==> src/rtl/fetch_if.sv <==
// fetch_if: IMEM request/ack bus plus decode valid/ready and redirect/flush controls.
interface fetch_if;
  logic        imem_req;
  logic [31:0] imem_addr;
  logic        imem_ack;
  logic [31:0] imem_rdata;
  logic [31:0] instr_out;
  logic [31:0] pc_out;
  logic [31:0] pc4_out;
  logic        instr_valid;
  logic        instr_ready;
  logic        redirect_valid;
  logic [31:0] redirect_pc;
  logic        flush;
  logic [31:0] flush_pc;
  logic        fetch_err;
  modport master (
    output imem_req, imem_addr, instr_out, pc_out, pc4_out, instr_valid, fetch_err,
    input  imem_ack, imem_rdata, instr_ready, redirect_valid, redirect_pc, flush, flush_pc
  );
  modport slave (
    input  imem_req, imem_addr, instr_out, pc_out, pc4_out, instr_valid, fetch_err,
    output imem_ack, imem_rdata, instr_ready, redirect_valid, redirect_pc, flush, flush_pc
  );
endinterface

==> src/rtl/fetch_sequencer.sv <==
// fetch_sequencer: owns the PC, fetches from IMEM via req/ack and hands words to decode.
// Define FETCH_EXC_EN to add the exc_req port, which flushes to EXC_VEC ahead of flush.
module fetch_sequencer #(
  parameter logic [31:0] RESET_PC = 32'h0000_3000,
  parameter int          TIMEOUT  = 16,
  parameter logic [31:0] EXC_VEC  = 32'h0000_4180
) (
  input logic      clk,
  input logic      rst_n,
`ifdef FETCH_EXC_EN
  input logic      exc_req,
`endif
  fetch_if.master  bus
);
  localparam int CW = $clog2(TIMEOUT);
  typedef enum logic [1:0] {IDLE, REQ, VALID, ERR} state_t;
  state_t          state, state_nxt;
  logic [31:0]     pc, pc_nxt, addr, instr, fl_pc;
  logic [CW-1:0]   cnt, cnt_nxt;
  logic            discard, disc_nxt, fl;
`ifdef FETCH_EXC_EN
  assign fl    = exc_req | bus.flush;
  assign fl_pc = exc_req ? EXC_VEC : bus.flush_pc;
`else
  wire unused_exc = ^EXC_VEC;
  assign fl    = bus.flush;
  assign fl_pc = bus.flush_pc;
`endif
  always_comb begin
    state_nxt = state;
    pc_nxt    = pc;
    disc_nxt  = discard;
    cnt_nxt   = '0;
    if (state != ERR && fl) begin
      pc_nxt    = {fl_pc[31:2], 2'b00};
      state_nxt = REQ;
      // The outstanding read cannot be retracted, so its word is dropped when it lands.
      disc_nxt  = (state == REQ && !bus.imem_ack) ? 1'b1 : discard;
      cnt_nxt   = (state == REQ && !bus.imem_ack) ? cnt : '0;
    end else begin
      case (state)
        IDLE: state_nxt = REQ;
        REQ: begin
          if (bus.imem_ack) begin
            disc_nxt  = 1'b0;
            state_nxt = discard ? REQ : VALID;
          end else if (cnt == CW'(TIMEOUT - 1)) state_nxt = ERR;
          else cnt_nxt = cnt + CW'(1);
        end
        VALID: if (bus.instr_ready) begin
          pc_nxt    = bus.redirect_valid ? {bus.redirect_pc[31:2], 2'b00} : pc + 32'd4;
          state_nxt = REQ;
        end
        default: state_nxt = ERR;
      endcase
    end
  end
  always_ff @(posedge clk or negedge rst_n) begin
    if (!rst_n) begin
      state   <= IDLE;
      pc      <= RESET_PC;
      addr    <= RESET_PC;
      instr   <= '0;
      cnt     <= '0;
      discard <= 1'b0;
    end else begin
      state   <= state_nxt;
      pc      <= pc_nxt;
      cnt     <= cnt_nxt;
      discard <= disc_nxt;
      addr    <= (state == REQ && !bus.imem_ack) ? addr : pc_nxt;
      if (state == REQ && bus.imem_ack && !discard && !fl) instr <= bus.imem_rdata;
    end
  end
  assign bus.imem_req    = state == REQ;
  assign bus.imem_addr   = addr;
  assign bus.instr_valid = state == VALID;
  assign bus.instr_out   = instr;
  assign bus.pc_out      = pc;
  assign bus.pc4_out     = pc + 32'd4;
  assign bus.fetch_err   = state == ERR;
endmodule

==> src/flat_wrapper.sv <==
// flat-port wrapper written by rule: the top's interface ports become plain ports
module fetch_sequencer_flat 
#(
  parameter logic [31:0] RESET_PC = 32'h0000_3000,
  parameter int          TIMEOUT  = 16,
  parameter logic [31:0] EXC_VEC  = 32'h0000_4180
)
  (clk, rst_n, bus_imem_req, bus_imem_addr, bus_instr_out, bus_pc_out, bus_pc4_out, bus_instr_valid, bus_fetch_err, bus_imem_ack, bus_imem_rdata, bus_instr_ready, bus_redirect_valid, bus_redirect_pc, bus_flush, bus_flush_pc);
  fetch_if bus_i ();
  input logic clk;
  input logic rst_n;
  output wire logic [$bits(bus_i.imem_req)-1:0] bus_imem_req;
  output wire logic [$bits(bus_i.imem_addr)-1:0] bus_imem_addr;
  output wire logic [$bits(bus_i.instr_out)-1:0] bus_instr_out;
  output wire logic [$bits(bus_i.pc_out)-1:0] bus_pc_out;
  output wire logic [$bits(bus_i.pc4_out)-1:0] bus_pc4_out;
  output wire logic [$bits(bus_i.instr_valid)-1:0] bus_instr_valid;
  output wire logic [$bits(bus_i.fetch_err)-1:0] bus_fetch_err;
  input wire logic [$bits(bus_i.imem_ack)-1:0] bus_imem_ack;
  input wire logic [$bits(bus_i.imem_rdata)-1:0] bus_imem_rdata;
  input wire logic [$bits(bus_i.instr_ready)-1:0] bus_instr_ready;
  input wire logic [$bits(bus_i.redirect_valid)-1:0] bus_redirect_valid;
  input wire logic [$bits(bus_i.redirect_pc)-1:0] bus_redirect_pc;
  input wire logic [$bits(bus_i.flush)-1:0] bus_flush;
  input wire logic [$bits(bus_i.flush_pc)-1:0] bus_flush_pc;
  assign bus_imem_req = bus_i.imem_req;
  assign bus_imem_addr = bus_i.imem_addr;
  assign bus_instr_out = bus_i.instr_out;
  assign bus_pc_out = bus_i.pc_out;
  assign bus_pc4_out = bus_i.pc4_out;
  assign bus_instr_valid = bus_i.instr_valid;
  assign bus_fetch_err = bus_i.fetch_err;
  assign bus_i.imem_ack = bus_imem_ack;
  assign bus_i.imem_rdata = bus_imem_rdata;
  assign bus_i.instr_ready = bus_instr_ready;
  assign bus_i.redirect_valid = bus_redirect_valid;
  assign bus_i.redirect_pc = bus_redirect_pc;
  assign bus_i.flush = bus_flush;
  assign bus_i.flush_pc = bus_flush_pc;
  fetch_sequencer #(.RESET_PC(RESET_PC), .TIMEOUT(TIMEOUT), .EXC_VEC(EXC_VEC)) u_core (.clk(clk), .rst_n(rst_n), .bus(bus_i));
endmodule
==> config.mk <==
export PLATFORM = sky130hd
export DESIGN_NAME = fetch_sequencer_flat
export DESIGN_NICKNAME = d
export VERILOG_FILES = /design/src/rtl/fetch_if.sv /design/src/rtl/fetch_sequencer.sv /design/src/flat_wrapper.sv
export SDC_FILE = /design/constraint.sdc
export NUM_CORES = 1
export LEC_CHECK = 0
export CAP_MARGIN = 20
export CORE_ASPECT_RATIO = 0.5
export CORE_UTILIZATION = 46
export CTS_CLUSTER_DIAMETER = 60
export DETAILED_ROUTE_END_ITERATION = 10
export PLACE_DENSITY = 0.86
export SLEW_MARGIN = 10
export SYNTH_ARGS = -nofsm -noshare
export SYNTH_HDL_FRONTEND = slang
export SYNTH_SLANG_ARGS = --single-unit
==> constraint.sdc <==
create_clock -name clk -period 4.6 [get_ports clk]
set_clock_uncertainty 0.1 [all_clocks]
set_input_delay 1.15 -clock clk [delete_from_list [all_inputs] [get_ports clk]]
set_output_delay 1.15 -clock clk [all_outputs]
set_load 0.05 [all_outputs]
Word level (Yosys, flattened, before mapping)
Cells that the tools add are included.
{"block": "classes", "n_addsub": 2, "eq_ne": 9, "n_mux": 19, "reduce_logical": 13}
{"operator": "2-to-1 mux 32 bit", "count": 4}
{"operator": "adder 32 x 3 -> 32 bit (second input constant)", "count": 1}
{"operator": "2-to-1 mux 4 bit", "count": 5}
{"operator": "2-to-1 mux 2 bit", "count": 5}
{"operator": "!= test 2 bit (second input constant)", "count": 3}
{"operator": "one-hot mux 2 bit (3 select lines)", "count": 1}
{"operator": "logical AND 1 bit", "count": 5}
{"operator": "adder 4 x 1 -> 4 bit (second input constant)", "count": 1}
{"operator": "equality test 2 bit (second input constant)", "count": 2}
{"operator": "equality test 4 bit (second input constant)", "count": 1}
{"operator": "2-to-1 mux 1 bit", "count": 4}
{"operator": "!= test 4 x 1 -> 1 bit (second input constant)", "count": 1}
{"operator": "nonzero test 2 bit", "count": 2}
{"operator": "logical NOT 1 bit", "count": 3}
{"operator": "!= test 3 x 1 -> 1 bit (second input constant)", "count": 1}
{"operator": "AND reduction 3 bit", "count": 1}
{"operator": "equality test 2 x 1 -> 1 bit (second input constant)", "count": 1}
{"operator": "logical NOT 2 bit", "count": 1}
{"operator": "AND reduction 2 bit", "count": 1}
{"block": "totals", "regBits": 103, "output_inout_bits": 131}

Longest topological paths before layout
Gate-level depths: netlist of run 1.
{"block": "depth", "ltp_word": 5, "depth_mapped": 9}

Worst setup path before layout of run 1
No wires, ideal clock.
{"block": "synth_timing", "kind": "flip-flop to output port", "start": "register u_core.pc[7], in the netlist u_core.bus.pc_out[7]", "end": "output port bus_pc4_out[19]", "t_arrival_ns": 2.601, "path_slack_ns": 0.749, "path_stages_with_launch": 7, "path_buffers": 2, "path_cell_list": "dfrtp_1 > clkbuf_2 > nand4_1 > buf_2 > nor4_1 > nand2_1 > xnor2_1"}
{"block": "synth_between", "elab_chain_len": 1}
{"item": "start, declared", "line_no": "fetch_sequencer.sv:18", "rtl": "logic [31:0] pc, pc_nxt, addr, instr, fl_pc;"}
{"item": "start signal, assigned", "line_no": "fetch_sequencer.sv:68", "rtl": "pc <= pc_nxt;"}
{"item": "adder 32 x 3 -> 32 bit", "line_no": "fetch_sequencer.sv:80", "rtl": "assign bus.pc4_out = pc + 32'd4;"}
{"item": "end, declared", "line_no": "flat_wrapper.sv:16", "rtl": "output wire logic [$bits(bus_i.pc4_out)-1:0] bus_pc4_out;"}
Every way passes these cells.

Worst setup path in the final report of run 1
{"block": "layout_timing", "start": "register u_core.pc[2], in the netlist u_core.bus.pc_out[2]", "end": "output port bus_pc4_out[26]"}
The elaborated chain is that of the path after synthesis.

==> parameters.txt, run 1 <==
Parameter                              Value

Min path
  Hold WC Path Type    flop to flop
  Hold depth    2
  Min-Delay Endpoint    u_core.bus.imem_addr[2]
  Hold_sp    u_core.bus.imem_addr[2]

STA
  Number of max-slew violations in the final report    0
  Final hold violation count    0
  RSZ-0062 raised after global routing    no
  Transition time at the pin with the least slew margin    996 ps
  Final WS setup    229 ps
  Share of the cycle needed by the critical path after routing    between 90% and 100%
  Final worst path period need    4370 ps
  Final setup fails    0
  Total Negative Setup Slacks    0 ps
  Highest attainable clock frequency    between 200 and 250 MHz
  Relative max-transition margin    33.6%

Cells and area
  Layout Nets    880
  Fraction of layout cells with a size suffix above 1    11.8%
  Final core area utilization    between 70% and 80%
  ANT cells    0
  Synthesis-to-finish area growth    49.9%

CTS
  Number of clock buffers inserted by TritonCTS    9
  Count of hold buffers inserted by post-cts repair    0
  Maximum level of the CTS H-tree    3
  Clock-pin slew on the worst setup and hold paths    about 70 ps
  Setup fix buffers added after clock tree synthesis    0
  CTS tree    done
  Maximum buffer depth of the clock tree    2
  Source-to-sink clock delay at the later pin of the worst-skew pair    about 350 ps
  Cell at the root of the clock tree    sky130_fd_sc_hd__clkbuf_16
  Cells resized by post-CTS repair    0
  Clock Sink Count    103

Synth
  Synth Cell Area    ~5400 sq um
  Yosys warning count    0
  Synthesized area divided by synthesized cell count    roughly 9.7 sq um
  Number of flops mapped to enable cells by yosys    0
  Fraction of registers with async set or reset after synthesis    100%
  Most frequently used flop master after synthesis    sky130_fd_sc_hd__dfrtp_1
  Total nets after synthesis    667
  Cell count after synthesis    563
  Post-synth cell types    61
  Sequential-to-total area share from yosys stat    47.5%
  Yosys reg bits    ~100

Power
  Total power    about 0.0069 W
  Combinational share of power    63.7%
  Internal power consumption    0.00320 W
  Switching power total    0.00368 W
  Switching Fraction    a little over half
  Static Leak    3.32 nW
  Power density normalized to cell area    843 nW/um^2
  Sequential Power Share    25.4%
  Clock network fraction of total power    10.9%
  Worst voltage drop across the vdd grid    0.573 mV

Placement
  Port buffer count    approximately 230
  DPL Wire Length    between 10,000 and 15,000 um
  GP Congestion    0.835
  Post-Place Setup Slack    628 ps

Floorplanning
  Die width    156 um
  Total Die Area    12,300 sq um
  Area of the placeable core    11,200 sq um
  Die span in y    78.9 um
  Initial standard-cell utilization of the core    just under 50%
  Total I/O pin count    233
  Number of placement rows    27

Critical path
  Endpoint arrival time on the critical path    3120 ps
  Number of cell instances on the worst register-to-register path    6
  Nature of the critical path endpoint    output pin
  Required time of the critical path    about 3400 ps
  Max FO, Critical Path    7
  Register-to-register path setup slack    between 2000 and 2500 ps
  CP max-delay cell    sky130_fd_sc_hd__clkdlybuf4s50_1
  FF-to-FF Start    u_core.state[1]
  Critical path type    flop to output pin
  Critical path launch point type    flop
  Ordered cell list for the critical path    ha_1 -> nand3_1 -> nor3_2 -> buf_4 -> nand4_1 -> xor2_1 -> inv_1 -> clkdlybuf4s50_1
  Delay of the slowest critical-path stage    790 ps
  Reg-to-reg critical path endpoint    u_core.bus.imem_addr[21]

Drt
  Detailed-router iteration count before antenna repair    5
  Routed vias/inst    5.72
  DRC marker count from the first detailed-route iteration    444
  Antenna-violating nets left    0
  DRC violations left    0
  Total Routed Length    17,300 um
  Post-DR wirelength/cell    18.5 um
  Total via count in the routed design    5,375

Run status
  Status    complete, no violations

Global routing
  Initial antenna violation count    1
  First-pass GRT wire length    between 20,000 and 30,000 um
  Global Route Usage Sum    28.6%
  Sum of overflow across all layers after global routing    0
  Maximum number of pins on one net before global-route repair    82
  Vias in the first global route    5,352

Job
  Number of violations of the max-capacitance limit    0
-- registers in the layout, summed over array words and instances, names as in the netlist --
signal / flops
u_core.bus.imem_addr: 32
u_core.cnt: 4
u_core.state: 2
u_core.bus.pc_out: 32
u_core.discard: 1
u_core.bus.instr_out: 32
-- critical path: cells and delay by family, from the launching register on --
kind,cells,cell delay [ps]
AND/OR/NAND/NOR,3,710
XOR/XNOR,1,200
adder cells (fa/ha/maj),1,290
buffers and inverters,3,1050
flip-flops,1,520
-- final cells by class --
type                            count  area, sq um
Inverter                           17         63.8
Sequential cell                   103         2580
Multi-Input combinational cell    401         2610
Fill cell                         813         3090
Clock buffer                        9          225
Clock inverter                      7         66.3
Tap cell                          159          199
Timing Repair Buffer              244         2410
-- layout by cell type (no fill, tap or decap), types with 4 or more instances in the layout --
cell                              Yosys  layout
sky130_fd_sc_hd__a31oi_1             16      16
sky130_fd_sc_hd__nor2_1              37      37
sky130_fd_sc_hd__nor4_1               5       5
sky130_fd_sc_hd__and3_1               9       9
sky130_fd_sc_hd__clkdlybuf4s50_1      0     224
sky130_fd_sc_hd__clkbuf_16            0       9
sky130_fd_sc_hd__dfrtp_1             99      99
sky130_fd_sc_hd__nand4_1              9       9
sky130_fd_sc_hd__buf_4                4      18
sky130_fd_sc_hd__xor2_1              17      17
sky130_fd_sc_hd__a21oi_1              9       9
sky130_fd_sc_hd__o221ai_1            13      13
sky130_fd_sc_hd__o22ai_1              4       4
sky130_fd_sc_hd__xnor2_1             11      11
sky130_fd_sc_hd__nand2_1             72      72
sky130_fd_sc_hd__nand3_1             38      38
sky130_fd_sc_hd__nor3_1               6       6
sky130_fd_sc_hd__mux2_2              41      41
sky130_fd_sc_hd__dfstp_2              4       4
sky130_fd_sc_hd__o21ai_0             44      44
sky130_fd_sc_hd__inv_1               17      17
-- kinds of logic (layout without fill, tap and decap cells) --
| logic type | count (synthesis) | after routing | share of synthesized area (%) |
|---|---|---|---|
| and+or+nand+nor | 206 | 206 | 19.1 |
| AOI/OAI and AO/OA | 121 | 121 | 14.7 |
| DFF | 103 | 103 | 47.5 |
| buffers and inverters | 59 | 277 | 4.65 |
| muxes | 44 | 44 | 9.06 |
| xor gates and xnor gates | 28 | 28 | 4.51 |
| adders and majority gates | 2 | 2 | 0.460 |
-- metal layers --
metal | track usage (%) | wire length, um
met5 | 0 | 0
met4 | 9.51 | 429
met3 | 7.10 | 1280
met2 | 47.5 | 8400
met1 | 36.9 | 7230
-- worst max-delay path by stage --
| stage | from | slack, ps | cells after the start | end |
|---|---|---|---|---|
| 2_1_floorplan | u_core.bus.pc_out[7] | 750 | 6 | bus_pc4_out[19] |
| 3_3_place_gp | u_core.bus.pc_out[2] | 660 | 8 | bus_pc4_out[26] |
| 3_5_place_dp | u_core.bus.pc_out[2] | 630 | 8 | bus_pc4_out[26] |
| 4_1_cts | u_core.bus.pc_out[2] | 210 | 8 | bus_pc4_out[26] |
| 5_1_grt | u_core.bus.pc_out[2] | 40 | 7 | bus_pc4_out[20] |
| 6_report | u_core.bus.pc_out[2] | 230 | 8 | bus_pc4_out[26] |
-- metrics by stage --
| stage | area [sq um] | hold WS [ps] | std cells |
|---|---|---|---|
| finish | 8160 | 373 | 940 |
| global route | 8160 | 406 | 940 |
| CTS | 8130 | 376 | 939 |
| detailed placement | 7840 | 360 | 923 |
| global placement | 7840 | 352 | 923 |
| floorplan | 5440 | 346 | 563 |
-- power groups by stage --
| stage | clock (W) | sequential (W) | combinational (W) |
|---|---|---|---|
| 6_report | 0.000752 | 0.00175 | 0.00438 |
| 3_5_place_dp | 0 | 0.00174 | 0.00436 |
| 5_1_grt | 0.000797 | 0.00180 | 0.00456 |
| 2_1_floorplan | 0 | 0.00301 | 0.00157 |
| 4_1_cts | 0.000764 | 0.00173 | 0.00438 |
| 3_3_place_gp | 0 | 0.00171 | 0.00430 |
-- cells in the mapped netlist (5+ instances only) --
master	n	area, sq um
sky130_fd_sc_hd__a31oi_1	16	100
sky130_fd_sc_hd__clkbuf_1	24	90.1
sky130_fd_sc_hd__a21oi_1	9	45.0
sky130_fd_sc_hd__nand2_1	72	270
sky130_fd_sc_hd__o221ai_1	13	114
sky130_fd_sc_hd__dfrtp_1	99	2480
sky130_fd_sc_hd__inv_1	17	63.8
sky130_fd_sc_hd__nand3_1	38	190
sky130_fd_sc_hd__mux2_2	41	462
sky130_fd_sc_hd__nor2_1	37	139
sky130_fd_sc_hd__nor3_1	6	30.0
sky130_fd_sc_hd__buf_2	12	60.1
sky130_fd_sc_hd__xnor2_1	11	96.3
sky130_fd_sc_hd__nand4_1	9	56.3
sky130_fd_sc_hd__nor4_1	5	31.3
sky130_fd_sc_hd__and3_1	9	56.3
sky130_fd_sc_hd__o21ai_0	44	220
sky130_fd_sc_hd__xor2_1	17	149
(Power assumes the default switching activity.)
==> run 2: changes to the inputs <==
--- a/config.mk
+++ b/config.mk
@@ -8,7 +8,6 @@
 export CAP_MARGIN = 20
 export CORE_ASPECT_RATIO = 0.5
 export CORE_UTILIZATION = 46
-export CTS_CLUSTER_DIAMETER = 60
 export DETAILED_ROUTE_END_ITERATION = 10
 export PLACE_DENSITY = 0.86
 export SLEW_MARGIN = 10
==> results of run 2 <==
The final DEF is identical to that of run 1; final timing and power are the same.
